[src/rtl/apb_to_ram_bridge_pkg.sv]
// Shared types and helpers for the APB-to-RAM bridge.
package apb_ram_pkg;

  typedef enum logic [1:0] {
    IDLE  = 2'd0,
    ISSUE = 2'd1,
    WAIT  = 2'd2,
    RESP  = 2'd3
  } state_e;

  localparam int unsigned DEF_DATA_WIDTH = 32;
  localparam int unsigned STRB_W         = DEF_DATA_WIDTH / 8;

  // Inclusive-low / exclusive-high window test done one bit wider than the
  // address so that base + bytes cannot wrap past the top of the space.
  function automatic logic in_window(input logic [63:0] addr,
                                     input logic [63:0] base,
                                     input logic [64:0] bytes);
    logic [64:0] a;
    logic [64:0] lo;
    logic [64:0] hi;
    a  = {1'b0, addr};
    lo = {1'b0, base};
    hi = lo + bytes;
    return (a >= lo) && (a < hi);
  endfunction

endpackage

[src/rtl/apb_to_ram_bridge_if.sv]
// APB4 bus bundle; the bridge attaches as the slave (completer).
interface apb_to_ram_bridge_if #(
  parameter int unsigned ADDR_WIDTH = 32,
  parameter int unsigned DATA_WIDTH = 32
) ();

  logic                      psel;
  logic                      penable;
  logic                      pwrite;
  logic [ADDR_WIDTH-1:0]     paddr;
  logic [DATA_WIDTH-1:0]     pwdata;
  logic [DATA_WIDTH/8-1:0]   pstrb;
  logic                      pready;
  logic [DATA_WIDTH-1:0]     prdata;
  logic                      pslverr;

  modport master (
    output psel, penable, pwrite, paddr, pwdata, pstrb,
    input  pready, prdata, pslverr
  );

  modport slave (
    input  psel, penable, pwrite, paddr, pwdata, pstrb,
    output pready, prdata, pslverr
  );

endinterface

[src/rtl/apb_to_ram_bridge.sv]
// APB4 completer turning each transfer into one single-beat RAM access,
// with window/alignment checking, zero-strobe write suppression and a
// busy timeout. All outputs are registered.
module apb_to_ram_bridge
  import apb_ram_pkg::*;
#(
  parameter int unsigned             ADDR_WIDTH     = 32,
  parameter int unsigned             DATA_WIDTH     = 32,
  parameter logic [ADDR_WIDTH-1:0]   BASE_ADDR      = 32'h0000_0000,
  parameter longint unsigned         RAM_BYTES      = 4096,
  parameter int unsigned             TIMEOUT_CYCLES = 256
) (
  input  logic                       clk,
  input  logic                       rst,
  apb_to_ram_bridge_if.slave         apb,
  output logic                       ram_en,
  output logic [DATA_WIDTH/8-1:0]    ram_we,
  output logic [ADDR_WIDTH-1:0]      ram_addr,
  output logic [DATA_WIDTH-1:0]      ram_din,
  input  logic                       ram_busy,
  input  logic [DATA_WIDTH-1:0]      ram_dout,
  input  logic                       ram_err
);

  localparam int unsigned SW    = DATA_WIDTH / 8;
  localparam int unsigned LSB   = $clog2(SW);
  localparam int unsigned CNT_W = $clog2(TIMEOUT_CYCLES);
  localparam logic [CNT_W-1:0] CNT_LAST = CNT_W'(TIMEOUT_CYCLES - 1);

  state_e                  state_q, state_d;
  logic [ADDR_WIDTH-1:0]   addr_q, addr_d;
  logic                    write_q, write_d;
  logic [DATA_WIDTH-1:0]   wdata_q, wdata_d;
  logic [SW-1:0]           strb_q, strb_d;
  logic [CNT_W-1:0]        cnt_q, cnt_d;
  logic [DATA_WIDTH-1:0]   rdata_q, rdata_d;
  logic                    err_q, err_d;

  logic                    en_d;
  logic [SW-1:0]           we_d;
  logic [ADDR_WIDTH-1:0]   raddr_d;
  logic [DATA_WIDTH-1:0]   din_d;
  logic                    pready_d;
  logic [DATA_WIDTH-1:0]   prdata_d;
  logic                    pslverr_d;

  logic                    addr_ok;

  assign addr_ok = in_window(64'(apb.paddr), 64'(BASE_ADDR), 65'(RAM_BYTES))
                   && (apb.paddr[LSB-1:0] == '0);

  // Next-state, latched-transfer and registered-output computation.
  // RESP launches pready on its exit edge, so the captured response is held
  // in rdata_q/err_q until then and both error and normal paths share it.
  always_comb begin
    state_d   = state_q;
    addr_d    = addr_q;
    write_d   = write_q;
    wdata_d   = wdata_q;
    strb_d    = strb_q;
    cnt_d     = cnt_q;
    rdata_d   = rdata_q;
    err_d     = err_q;
    en_d      = 1'b0;
    we_d      = '0;
    raddr_d   = '0;
    din_d     = '0;
    pready_d  = 1'b0;
    prdata_d  = '0;
    pslverr_d = 1'b0;

    case (state_q)
      IDLE: begin
        if (apb.psel && !apb.penable) begin
          addr_d  = apb.paddr;
          write_d = apb.pwrite;
          wdata_d = apb.pwdata;
          strb_d  = apb.pstrb;
          rdata_d = '0;
          if (!addr_ok) begin
            err_d   = 1'b1;
            state_d = RESP;
          end else if (apb.pwrite && (apb.pstrb == '0)) begin
            err_d   = 1'b0;
            state_d = RESP;
          end else begin
            err_d   = 1'b0;
            state_d = ISSUE;
          end
        end
      end
      ISSUE: begin
        if (!ram_busy) begin
          en_d    = 1'b1;
          we_d    = write_q ? strb_q : '0;
          raddr_d = addr_q - BASE_ADDR;
          din_d   = wdata_q;
          cnt_d   = '0;
          state_d = WAIT;
        end
      end
      WAIT: begin
        if (!ram_busy) begin
          rdata_d = write_q ? '0 : ram_dout;
          err_d   = ram_err;
          state_d = RESP;
        end else if (cnt_q == CNT_LAST) begin
          rdata_d = '0;
          err_d   = 1'b1;
          state_d = RESP;
        end else begin
          cnt_d = cnt_q + CNT_W'(1);
        end
      end
      RESP: begin
        pready_d  = 1'b1;
        prdata_d  = rdata_q;
        pslverr_d = err_q;
        state_d   = IDLE;
      end
      default: state_d = IDLE;
    endcase
  end

  // State, latched transfer and output registers with synchronous reset.
  always_ff @(posedge clk) begin
    if (rst) begin
      state_q     <= IDLE;
      addr_q      <= '0;
      write_q     <= 1'b0;
      wdata_q     <= '0;
      strb_q      <= '0;
      cnt_q       <= '0;
      rdata_q     <= '0;
      err_q       <= 1'b0;
      ram_en      <= 1'b0;
      ram_we      <= '0;
      ram_addr    <= '0;
      ram_din     <= '0;
      apb.pready  <= 1'b0;
      apb.prdata  <= '0;
      apb.pslverr <= 1'b0;
    end else begin
      state_q     <= state_d;
      addr_q      <= addr_d;
      write_q     <= write_d;
      wdata_q     <= wdata_d;
      strb_q      <= strb_d;
      cnt_q       <= cnt_d;
      rdata_q     <= rdata_d;
      err_q       <= err_d;
      ram_en      <= en_d;
      ram_we      <= we_d;
      ram_addr    <= raddr_d;
      ram_din     <= din_d;
      apb.pready  <= pready_d;
      apb.prdata  <= prdata_d;
      apb.pslverr <= pslverr_d;
    end
  end

endmodule

[src/flat_wrapper.sv]
// flat-port wrapper written by rule: the top's interface ports become plain ports
module apb_to_ram_bridge_flat import apb_ram_pkg::*;
#(
  parameter int unsigned             ADDR_WIDTH     = 32,
  parameter int unsigned             DATA_WIDTH     = 32,
  parameter logic [ADDR_WIDTH-1:0]   BASE_ADDR      = 32'h0000_0000,
  parameter longint unsigned         RAM_BYTES      = 4096,
  parameter int unsigned             TIMEOUT_CYCLES = 256
)
  (clk, rst, ram_en, ram_we, ram_addr, ram_din, ram_busy, ram_dout, ram_err, apb_psel, apb_penable, apb_pwrite, apb_paddr, apb_pwdata, apb_pstrb, apb_pready, apb_prdata, apb_pslverr);
  apb_to_ram_bridge_if #(.ADDR_WIDTH(ADDR_WIDTH), .DATA_WIDTH(DATA_WIDTH)) apb_i ();
  input  logic clk;
  input  logic rst;
  output logic ram_en;
  output logic [DATA_WIDTH/8-1:0] ram_we;
  output logic [ADDR_WIDTH-1:0] ram_addr;
  output logic [DATA_WIDTH-1:0] ram_din;
  input  logic ram_busy;
  input  logic [DATA_WIDTH-1:0] ram_dout;
  input  logic ram_err;
  input wire logic [$bits(apb_i.psel)-1:0] apb_psel;
  input wire logic [$bits(apb_i.penable)-1:0] apb_penable;
  input wire logic [$bits(apb_i.pwrite)-1:0] apb_pwrite;
  input wire logic [$bits(apb_i.paddr)-1:0] apb_paddr;
  input wire logic [$bits(apb_i.pwdata)-1:0] apb_pwdata;
  input wire logic [$bits(apb_i.pstrb)-1:0] apb_pstrb;
  output wire logic [$bits(apb_i.pready)-1:0] apb_pready;
  output wire logic [$bits(apb_i.prdata)-1:0] apb_prdata;
  output wire logic [$bits(apb_i.pslverr)-1:0] apb_pslverr;
  assign apb_i.psel = apb_psel;
  assign apb_i.penable = apb_penable;
  assign apb_i.pwrite = apb_pwrite;
  assign apb_i.paddr = apb_paddr;
  assign apb_i.pwdata = apb_pwdata;
  assign apb_i.pstrb = apb_pstrb;
  assign apb_pready = apb_i.pready;
  assign apb_prdata = apb_i.prdata;
  assign apb_pslverr = apb_i.pslverr;
  apb_to_ram_bridge #(.ADDR_WIDTH(ADDR_WIDTH), .DATA_WIDTH(DATA_WIDTH), .BASE_ADDR(BASE_ADDR), .RAM_BYTES(RAM_BYTES), .TIMEOUT_CYCLES(TIMEOUT_CYCLES)) u_core (.clk(clk), .rst(rst), .apb(apb_i), .ram_en(ram_en), .ram_we(ram_we), .ram_addr(ram_addr), .ram_din(ram_din), .ram_busy(ram_busy), .ram_dout(ram_dout), .ram_err(ram_err));
endmodule
[config.mk]
export PLATFORM = sky130hd
export DESIGN_NAME = apb_to_ram_bridge_flat
export DESIGN_NICKNAME = d
export VERILOG_FILES = /design/src/rtl/apb_to_ram_bridge_pkg.sv /design/src/rtl/apb_to_ram_bridge_if.sv /design/src/rtl/apb_to_ram_bridge.sv /design/src/flat_wrapper.sv
export SDC_FILE = /design/constraint.sdc
export NUM_CORES = 1
export LEC_CHECK = 0
export CORE_MARGIN = 5
export CORE_UTILIZATION = 53
export CTS_BUF_LIST = sky130_fd_sc_hd__clkbuf_8
export CTS_CLUSTER_DIAMETER = 60
export DETAILED_ROUTE_END_ITERATION = 8
export PLACE_DENSITY = 0.88
export SLEW_MARGIN = 10
export SYNTH_ARGS = -nofsm -noshare
export SYNTH_HDL_FRONTEND = slang
export SYNTH_SLANG_ARGS = --single-unit
[constraint.sdc]
create_clock -name clk -period 4.76 [get_ports clk]
set_input_delay 0.476 -clock clk [delete_from_list [all_inputs] [get_ports clk]]
set_output_delay 0.476 -clock clk [all_outputs]
set_load 0.02 [all_outputs]
* Word-level counts from Yosys, hierarchy flattened
Index checks and enable logic that the tools add are counted.
** Word-level totals
- Bits in registers :: 215
- Input bits :: 107
- Output and inout port bits :: 103
- Logic and storage cells :: 69
** Operators by class
- Add/subtract/negate cells :: 1
- $lt $le $gt $ge :: 1
- Equality and inequality tests :: 9
- Multiplexer cells :: 23
- Bitwise logic cells :: 3
- Reduce and logical (&&, ||, !) cells :: 17
** Operator list (number)
- $mux W32 :: 4
- $pmux W32 S2 :: 1
- $lt A32 B13 Y1 const B :: 1
- $mux W8 :: 3
- $pmux W8 S2 :: 1
- $mux W2 :: 6
- $add A8 B1 Y8 const B :: 1
- $eq A8 B8 Y1 const B :: 1
- $pmux W2 S4 :: 1
- $mux W1 :: 6
- $ne A2 B2 Y1 const B :: 3
- $reduce_and A3 Y1 :: 2
- $eq A2 B2 Y1 const B :: 2
- $logic_not A2 Y1 :: 2
- $logic_not A4 Y1 :: 1
- $reduce_and A4 Y1 :: 1
- $reduce_bool A2 Y1 :: 2
- $reduce_or A2 Y1 :: 2
- $reduce_or A4 Y1 :: 1
- $logic_and A1 B1 Y1 :: 3
- $ne A3 B2 Y1 const B :: 1
- $not A1 Y1 :: 3
- $reduce_or A3 Y1 :: 1
- $eq A2 B1 Y1 const B :: 1
- 4 further kinds :: 4

* Logic depth before layout (Yosys ltp)
Gate-level depths: netlist of run 1.
- Word-level depth :: 6
- Mapped depth :: 8
- Gate-level depth less buffers :: 6

* Worst setup path before layout of run 1
No wires, ideal clock.
- Path type :: register to register
- Start point :: register u_core.state_q[1]
- End point :: register u_core.cnt_q[7]
- Library setup time :: 121 ps
- Arrival :: 1434 ps
- Data required time :: 4639 ps
- Slack :: 3205 ps
- Stages on the path, launching flop included :: 7
- Buffers on the path :: 0
- Clock period less this slack :: 1555 ps
- Cells stage by stage :: dfxtp_1 inv_1 ha_1 nand4b_1 a2111oi_2 xnor2_1 nor2_1
** On the way
- Word-level cells in the longest chain between the ends :: 3
- Elaborated cells between the ends (all ways) :: 8
- Classes of those cells :: eq/ne (5); mux (1); reduce/logical (2)
** RTL lines
- from (decl) :: line apb_to_ram_bridge.sv:30 : state_e state_q, state_d;
- from (signal assigned) :: line apb_to_ram_bridge.sv:144 : state_q <= state_d;
- $eq A2 B2 Y1 / $eq A2 B1 Y1 (equally long branches) :: line apb_to_ram_bridge.sv:72 : case (state_q)
- $ne A2 B2 Y1 (no source line) / $reduce_bool A2 Y1 (equally long branches)
- $reduce_and A4 Y1 (no source line)
- to (signal assigned) :: line apb_to_ram_bridge.sv:149 : cnt_q <= cnt_d;
- to (decl) :: line apb_to_ram_bridge.sv:35 : logic [CNT_W-1:0] cnt_q, cnt_d;
Parallel ways exist; a longest one is shown, timed or not.
A chain may end at the register's enable or synchronous reset.

* Worst setup path in the final report of run 1
- Start point :: register u_core.state_q[0]
- End point :: register u_core.wdata_q[12]
** On the way
- Word-level cells in the longest chain between the ends :: 2
** RTL lines
- $logic_not A2 Y1 :: line apb_to_ram_bridge.sv:72
- $reduce_and A2 Y1 (no source line)
- to (signal assigned) :: line apb_to_ram_bridge.sv:147 : wdata_q <= wdata_d;
- to (decl) :: line apb_to_ram_bridge.sv:33 : logic [DATA_WIDTH-1:0] wdata_q, wdata_d;
No other way between the ends.

==> results of run 1 <==
state kept, by name, indices dropped and copies added (netlist names):
name and count:
u_core.apb.pready 1, u_core.apb.pslverr 1, u_core.strb_q 4, u_core.ram_en 1
u_core.ram_din 32, u_core.wdata_q 32, u_core.state_q 2, u_core.ram_we 4
u_core.err_q 1, u_core.apb.prdata 32, u_core.write_q 1, u_core.addr_q 32
u_core.rdata_q 32, u_core.cnt_q 8, u_core.ram_addr 32
synth_stat cells (all sizes together):
cell type  number  area share [%]
dfxtp         215              59
nand2         174             9.1
and2           97             8.4
a21oi          72             5.0
mux2i          34             4.7
nand2b         33             2.8
clkbuf         28             1.5
buf            17             1.5
nor2           11            0.57
nor4            7            0.81
inv             6            0.31
and3            5            0.43
ha              5            0.86
nor2b           4            0.35
a211oi          3            0.31
nand3           3            0.21
nand4           3            0.47
nor3b           3            0.53
o211ai          3            0.38
o21ai           3            0.21
o2bb2ai         3            0.36
xor2            3            0.36
nand3b          2            0.21
nor3            2            0.14
xnor2           2            0.24
a2111oi         1            0.21
a21o            1            0.10
and3b           1            0.12
and4            1            0.12
nand4b          1            0.12
o21a            1            0.10
o31ai           1            0.10
or2             1           0.086
cells by family after synthesis:
kind of cell	after synthesis	synth area share, %
simple gates	348	24.5
flops	215	59.4
compound gates	88	6.75
buf+inv	51	3.24
mux	34	4.69
xor+xnor	5	0.604
fa+ha+maj	5	0.863
report_power, final:
part	leakage, nW	total (mW)	internal, mW	switching [mW]
clock network	0.382	1.47	0.809	0.657
logic	1.82	0.438	0.202	0.236
registers	1.74	1.90	1.87	0.0327
per-stage QoR:
step                area [um2]  utilization [%]  worst slack [ns]  cells
floorplan                 7250                -              3.21    746
global placement          9400             70.4              2.27   1090
detailed placement        9400             70.4              2.22   1090
CTS                      10100             75.3              2.46   1148
global route             10100             75.3              2.27   1148
finish                   10100             75.3              2.46   1148
cell usage in the layout (no fill, tap or decap), types with 4 or more instances in the layout:
master	n
inv_1	18
nor4_1	6
mux2i_1	34
a21oi_1	72
buf_4	4
dfxtp_1	215
and2_1	97
ha_1	5
clkdlybuf4s50_1	208
nor2_1	11
clkbuf_8	43
and3_1	5
nand2_1	173
nand2b_1	33
layer usage:
metal  part of all wire [%]  track usage [%]  wire (um)  vias to the layer above
met5                      0                0          0                        -
met4                    3.7             8.77        639                        0
met3                    7.4             5.84       1290                       45
met2                     48             35.0       8280                      189
met1                     41             25.3       7160                     2641
li1                       -                -          -                     2816
area by class of cell:
| class | instances | area (um2) | share of cell area, % |
|---|---|---|---|
| flip-flops and latches | 215 | 4300 | 42.8 |
| multi-input cells | 480 | 2720 | 27.1 |
| repair buffers | 213 | 2130 | 21.2 |
| clock buffers | 43 | 592 | 5.89 |
| well taps | 176 | 220 | 2.19 |
| clock inverters | 15 | 61.3 | 0.610 |
| inverters | 6 | 22.5 | 0.224 |
path summary, 6_finish.rpt:
path                                          from                    end  slack (ns)  depth (start not counted)
worst max-delay path             u_core.state_q[0]     u_core.wdata_q[12]        2.46                          6
worst min-delay path            u_core.rdata_q[30]  u_core.apb.prdata[30]        0.44                          1
worst max register to register   u_core.state_q[0]     u_core.wdata_q[12]        2.46                          6
worst min register to register  u_core.rdata_q[30]  u_core.apb.prdata[30]        0.44                          1
==> impl_metrics.json, run 1 <==
{
  "p_leak_nw": 3.95,
  "power-per-cell-area_mw_per_mm2": 379,
  "slowest_delay_ns": 0.94,
  "track_usage_pct": 20.9,
  "period_share_pct": 48.3,
  "crit_buf_inv": 2,
  "worstSetupPathType": "reg2reg",
  "grt_max_degree": 113,
  "hold_viol_final": 0,
  "ys_types": 44,
  "setup_violations": 0,
  "syn_to_final_growth_pct": 38.6,
  "cp.arrival_ns": 2.68,
  "postCtsResizedCells": 0,
  "clk_latency_ns": 0.48,
  "start_kind": "flop",
  "syn_avg_cell_area_um2": 9.72,
  "rsz0062_at_grt": "false",
  "dieArea_mm2": 0.0161,
  "tritoncts": "built",
  "n_antenna_cell": 0,
  "report.final.slew_viol_count": 0,
  "clockBufferDepth": 3,
  "port_buffers": 209,
  "path_max_fanout": 43,
  "nFillCells": 948,
  "num_rows": 42,
  "final_layout_size_suffix_gt1_share_pct": 6.17,
  "cts_setup_buffers": 0,
  "status": "complete, no violations",
  "synth_warnings": 0,
  "root_buffer": "clkbuf_8",
  "grt_pass1_wl_um": 27900,
  "nNetsFinal": 1063,
  "netlist_area_mm2": 0.00725,
  "grt_pass1_vias": 5681,
  "crit_family": "simple AND/OR/NAND/NOR gates",
  "vdd_drop_max_v": 0.000269,
  "io_pins": 210,
  "syn_nets": 858,
  "viasPerCell": 4.96,
  "routabilityCongestion": 0.801,
  "vias": 5691,
  "dieWidth_um": 127,
  "cts.clk_slew.worst_paths_ns": 0.06,
  "final_antenna_net_count": 0,
  "wl_per_cell_um": 15.1,
  "die_y_um": 127,
  "coreArea_mm2": 0.0133,
  "total_power_mw": 3.81,
  "whs_ns": 0.445,
  "antenna_found_initial": 0,
  "required_ns": 5.14,
  "slew_headroom_pct": 22.6,
  "ys_seq_area_share_pct": 59.4,
  "drc": 0,
  "drt-initial-drc-count": 247,
  "dr.pass1.iters": 4,
  "fin_worst_skew_ns": 0.0144,
  "tritoncts.num_buffers": 35,
  "synthCells": 746,
  "finalSetupTns_ns": 0,
  "ys_ff_latch": 215,
  "overflow": 0,
  "cts_max_level": 2,
  "start_util_pct": 54.3,
  "dp_hpwl_um": 11400,
  "tightest_slew_ns": 1.16,
  "maxCapViolCount": 0,
  "hold_path.class": "reg2reg",
  "cts_hold_buf": 0,
  "cts.sinks": 215,
  "end_kind": "flop",
  "period_minus_slack_ns": 2.30,
  "routed_wl_um": 17400,
  "crit_slowest_cell": "nor3b_4",
  "fmax_mhz": 435,
  "path_cells": "inv_1 > ha_1 > nor3b_4 > buf_12 > nand2_1 > a21oi_1"
}
(Power assumes the default switching activity.)
==> run 2, diff against run 1 <==
Settings changed: CORE_UTILIZATION 53 to 44, PLACE_DENSITY 0.88 to 0.78.
Clock period 4.76 ns to 1.9 ns, I/O delays scaled along.
==> run 2 against run 1 <==
- combinational power rose to 2.6 times the previous value
- sequential power rose to 2.5 times the previous value
- critical path type unchanged
- largest power group unchanged
- via count fell by 2.7%
- die area rose by 19%
- flip-flop and latch count did not move
- register-to-register slack got worse by 2.3 ns
- non-clock buffer count rose by 10
==> impl_metrics.json, run 2 (same netlist as run 1, synthesis figures left out) <==
{
  "die_y_um": 138,
  "wl_per_cell_um": 14.5,
  "clockBufferDepth": 3,
  "io_pins": 210,
  "final_common_cell": "dfxtp_1",
  "fmax_mhz": 563,
  "track_usage_pct": 17.4,
  "grt_pass1_vias": 5400,
  "vias": 5536,
  "cts_max_level": 2,
  "rrSetupSlack_ns": 0.13,
  "setup_slack_ns": 0.125,
  "overflow": 0,
  "nFillCells": 1397,
  "tritoncts": "built",
  "postCtsResizedCells": 0,
  "dieWidth_um": 138,
  "tightest_slew_ns": 0.395,
  "utilization_pct": 62.3,
  "status": "complete, no violations",
  "power-per-cell-area_mw_per_mm2": 924,
  "pre_cts_slack_ns": 0.0996,
  "worstSetupPathType": "reg2reg",
  "antenna_found_initial": 0,
  "required_ns": 2.32,
  "num_rows": 47,
  "end_kind": "flop",
  "report.final.slew_viol_count": 0,
  "p_leak_nw": 3.99,
  "viasPerCell": 4.62,
  "port_buffers": 209,
  "path_max_fanout": 32,
  "maxCapViolCount": 0,
  "final_antenna_net_count": 0,
  "tritoncts.num_buffers": 35,
  "start_kind": "flop",
  "grt_max_degree": 71,
  "dp_cells": 1143,
  "period_minus_slack_ns": 1.77,
  "setup_violations": 0,
  "grt_pass1_wl_um": 27600,
  "finalSetupTns_ns": 0,
  "dieArea_mm2": 0.0191,
  "coreArea_mm2": 0.0163,
  "hold_viol_final": 0,
  "root_buffer": "clkbuf_8",
  "syn_to_final_growth_pct": 40.4,
  "final_cell_area_mm2": 0.0102,
  "dp_hpwl_um": 11500,
  "routabilityCongestion": 0.769,
  "vdd_drop_max_v": 0.000731,
  "cts.sinks": 215,
  "cts.clk_slew.worst_paths_ns": 0.06,
  "dr.pass1.iters": 4,
  "n_antenna_cell": 0,
  "clk_latency_ns": 0.51,
  "instances_no_fill": 1199,
  "routed_wl_um": 17400,
  "rsz0062_at_grt": "false",
  "hold_path.class": "in2reg",
  "cp.arrival_ns": 2.19,
  "mostFrequentLayoutCells": "dfxtp_1 (215), clkdlybuf4s50_1 (208), nand2_1 (173), and2_1 (97), a21oi_1 (72)",
  "nNetsFinal": 1073,
  "final_layout_size_suffix_gt1_share_pct": 6.54,
  "period_share_pct": 93.4,
  "slew_headroom_pct": 73.4,
  "cts_setup_buffers": 0,
  "drc": 0,
  "drt-initial-drc-count": 204,
  "fin_worst_skew_ns": 0.0291,
  "post_dp_cell_area_mm2": 0.00957,
  "start_util_pct": 44.4
}
[run 2: cell type report]
class,instances,area [um2],share of cell area [%]
Sequential cell,215,4300,42.3
Tap cell,220,275,2.70
Timing Repair Buffer,223,2260,22.2
Multi-Input combinational cell,480,2720,26.7
Clock buffer,38,523,5.14
Clock inverter,17,72.6,0.713
Inverter,6,22.5,0.221
[run 2: layer usage]
| layer | routed length [um] | track usage [%] | vias to the layer above |
|---|---|---|---|
| met5 | 0 | 0 | - |
| met4 | 449 | 7.49 | 0 |
| met1 | 7690 | 21.9 | 2495 |
| met2 | 7980 | 27.8 | 183 |
| met3 | 1250 | 5.52 | 34 |
| li1 | - | - | 2824 |
[run 2: worst paths after layout]
| check | startpoint | to | cells after the start |
|---|---|---|---|
| setup / recovery | u_core.state_q[0] | u_core.rdata_q[22] | 7 |
| setup reg to reg | u_core.state_q[0] | u_core.rdata_q[22] | 7 |
| hold / removal | apb_pwdata[28] | u_core.wdata_q[28] | 3 |
| hold reg to reg | u_core.wdata_q[1] | u_core.ram_din[1] | 1 |
[run 2: report_power, final]
group	switching [mW]	internal (mW)
logic	0.594	0.549
clock network	1.68	1.82
registers	0.0786	4.68
[run 2: worst max-delay path: stages, from the launching register on]
cell and delay, ns:
dfxtp_1 0.38, inv_1 0.08, ha_1 0.29, nand3b_1 0.20
o21ai_1 0.15, nand2_4 0.11, buf_12 0.23, mux2i_1 0.21
[run 2: what timing repair did]
item                                    CTS  global route
endpoints found under the hold margin     2             0
hold buffers                              1             0
endpoints found under the setup margin    0             0
[run 2: stage by stage]
step | hold WS, ns | power (mW)
after floorplan | 0.326 | 5.54
after global placement | 0.434 | 5.98
after detailed placement | 0.438 | 6.01
after CTS | 0.189 | 9.53
after global routing | 0.207 | 9.83
final | 0.219 | 9.40
==> run 3, diff against run 2 <==
Settings changed: CORE_MARGIN 5 to unset.
==> run 3 against run 2 <==
- flip-flop and latch count unchanged
- cell area grew 1.1%
- worst hold slack worse by 0.069 ns
- critical endpoint is now u_core.rdata_q[17]
- global-route usage is 2.8 points higher
- critical path type unchanged
- largest power group unchanged
- core utilization up 2.0 points
- clock-buffer cell count up 6
==> impl_metrics.json, run 3 (same netlist as run 1, synthesis figures left out) <==
{
  "io_pins": 210,
  "final_common_cell": "dfxtp_1",
  "grt_pass1_wl_um": 26900,
  "cp.arrival_ns": 2.20,
  "cts_hold_buf": 0,
  "mostFrequentLayoutCells": "dfxtp_1 (215), clkdlybuf4s50_1 (208), nand2_1 (173), and2_1 (97), a21oi_1 (72)",
  "die_y_um": 130,
  "swShare_pct": 24.5,
  "drc": 0,
  "pre_cts_slack_ns": 0.124,
  "dieArea_mm2": 0.0170,
  "combPwrFrac_pct": 12.2,
  "cts.sinks": 215,
  "period_minus_slack_ns": 1.77,
  "antenna_found_initial": 0,
  "vias": 5624,
  "whs_ns": 0.149,
  "maxCapViolCount": 0,
  "pwr-share-seq_pct": 49.0,
  "grt_max_degree": 71,
  "nNetsFinal": 1079,
  "viasPerCell": 4.67,
  "hold_path.class": "in2reg",
  "dp_hpwl_um": 11200,
  "vdd_drop_max_v": 0.000623,
  "period_share_pct": 93.3,
  "path_max_fanout": 32,
  "start_kind": "flop",
  "hold_viol_final": 0,
  "fin_worst_skew_ns": 0.0163,
  "cts_max_level": 2,
  "clkPwrFrac_pct": 38.8,
  "tightest_slew_ns": 0.615,
  "slew_headroom_pct": 58.6,
  "drt-initial-drc-count": 195,
  "tritoncts.num_buffers": 36,
  "wl_per_cell_um": 14.1,
  "root_buffer": "clkbuf_8",
  "internal_power_mw": 7.34,
  "status": "complete, no violations",
  "cts.clk_slew.worst_paths_ns": 0.06,
  "final_antenna_net_count": 0,
  "routed_wl_um": 16900,
  "dieWidth_um": 130,
  "grt_pass1_vias": 5552,
  "report.final.slew_viol_count": 0,
  "rsz0062_at_grt": "false",
  "end_kind": "flop",
  "postCtsResizedCells": 0,
  "power-per-cell-area_mw_per_mm2": 946,
  "port_buffers": 209,
  "routabilityCongestion": 0.756,
  "p_leak_nw": 4.04,
  "overflow": 0,
  "track_usage_pct": 20.3,
  "worstSetupPathType": "reg2reg",
  "finalSetupTns_ns": 0,
  "final_layout_size_suffix_gt1_share_pct": 8.00,
  "setup_slack_ns": 0.128,
  "clockBufferDepth": 3,
  "clk_latency_ns": 0.51,
  "coreArea_mm2": 0.0160,
  "tritoncts": "built",
  "power_switching_mw": 2.39,
  "num_rows": 46,
  "dr.pass1.iters": 4,
  "syn_to_final_growth_pct": 41.9,
  "n_antenna_cell": 0,
  "required_ns": 2.33,
  "fmax_mhz": 564,
  "start_util_pct": 45.3,
  "setup_violations": 0,
  "cts_setup_buffers": 0
}
==> run 3: cell types whose count changed in the layout (fill, tap and decap cells not counted) <==
| cell | before | now |
|---|---|---|
| buf_4 | 9 | 15 |
| clkbuf_8 | 38 | 44 |
| clkinv_2 | 0 | 2 |
| dlygate4sd3_1 | 1 | 0 |
| inv_1 | 20 | 15 |
| nand3_1 | 3 | 2 |
| nand3_2 | 0 | 1 |
==> run 3: path summary, 6_finish.rpt <==
kind,start,endpoint,slack [ns],depth (start not counted)
worst max-delay path,u_core.state_q[1],u_core.rdata_q[17],0.13,8
worst min-delay path,rst,u_core.cnt_q[1],0.15,2
worst max register to register,u_core.state_q[1],u_core.rdata_q[17],0.13,8
worst min register to register,u_core.wdata_q[14],u_core.wdata_q[14],0.45,2
==> run 3: metal layers <==
metal  vias up  wire [um]  track usage, %
li1       2840          -               -
met3        39       1360            6.76
met5         -          0               0
met4         0        523            9.47
met1      2572       7140            23.8
met2       173       7920            33.4
==> run 3: cell type report <==
cell class                      count  area (um2)
Clock inverter                     14        63.8
Multi-Input combinational cell    480        2730
Sequential cell                   215        4300
Tap cell                          216         270
Timing Repair Buffer              228        2290
Inverter                            6        22.5
Fill cell                        1355        5710
Clock buffer                       44         606
==> run 3: critical path, stage by stage, from the launching register on <==
cell and delay (ns):
dfxtp_1 0.39, inv_1 0.08, ha_1 0.22, nand3b_1 0.18
o21ai_1 0.09, buf_4 0.15, nand2_4 0.07, buf_12 0.24
mux2i_1 0.25
==> run 3: power by group through the flow <==
stage / Clock, mW / Combinational [mW] / Sequential (mW)
2_1_floorplan: 0 / 0.690 / 4.85
3_3_place_gp: 0 / 1.18 / 4.85
3_5_place_dp: 0 / 1.19 / 4.86
4_1_cts: 3.90 / 1.20 / 4.76
5_1_grt: 4.13 / 1.30 / 4.78
6_report: 3.78 / 1.19 / 4.76
==> run 3: per-stage QoR <==
stage          cell area (um2)  power, mW  util [%]  instances
2_1_floorplan             7250       5.54         -        746
3_3_place_gp              9610       6.03      60.1       1145
3_5_place_dp              9610       6.05      60.1       1145
4_1_cts                  10300       9.86      64.3       1203
5_1_grt                  10300       10.2      64.3       1203
6_report                 10300       9.73      64.3       1203
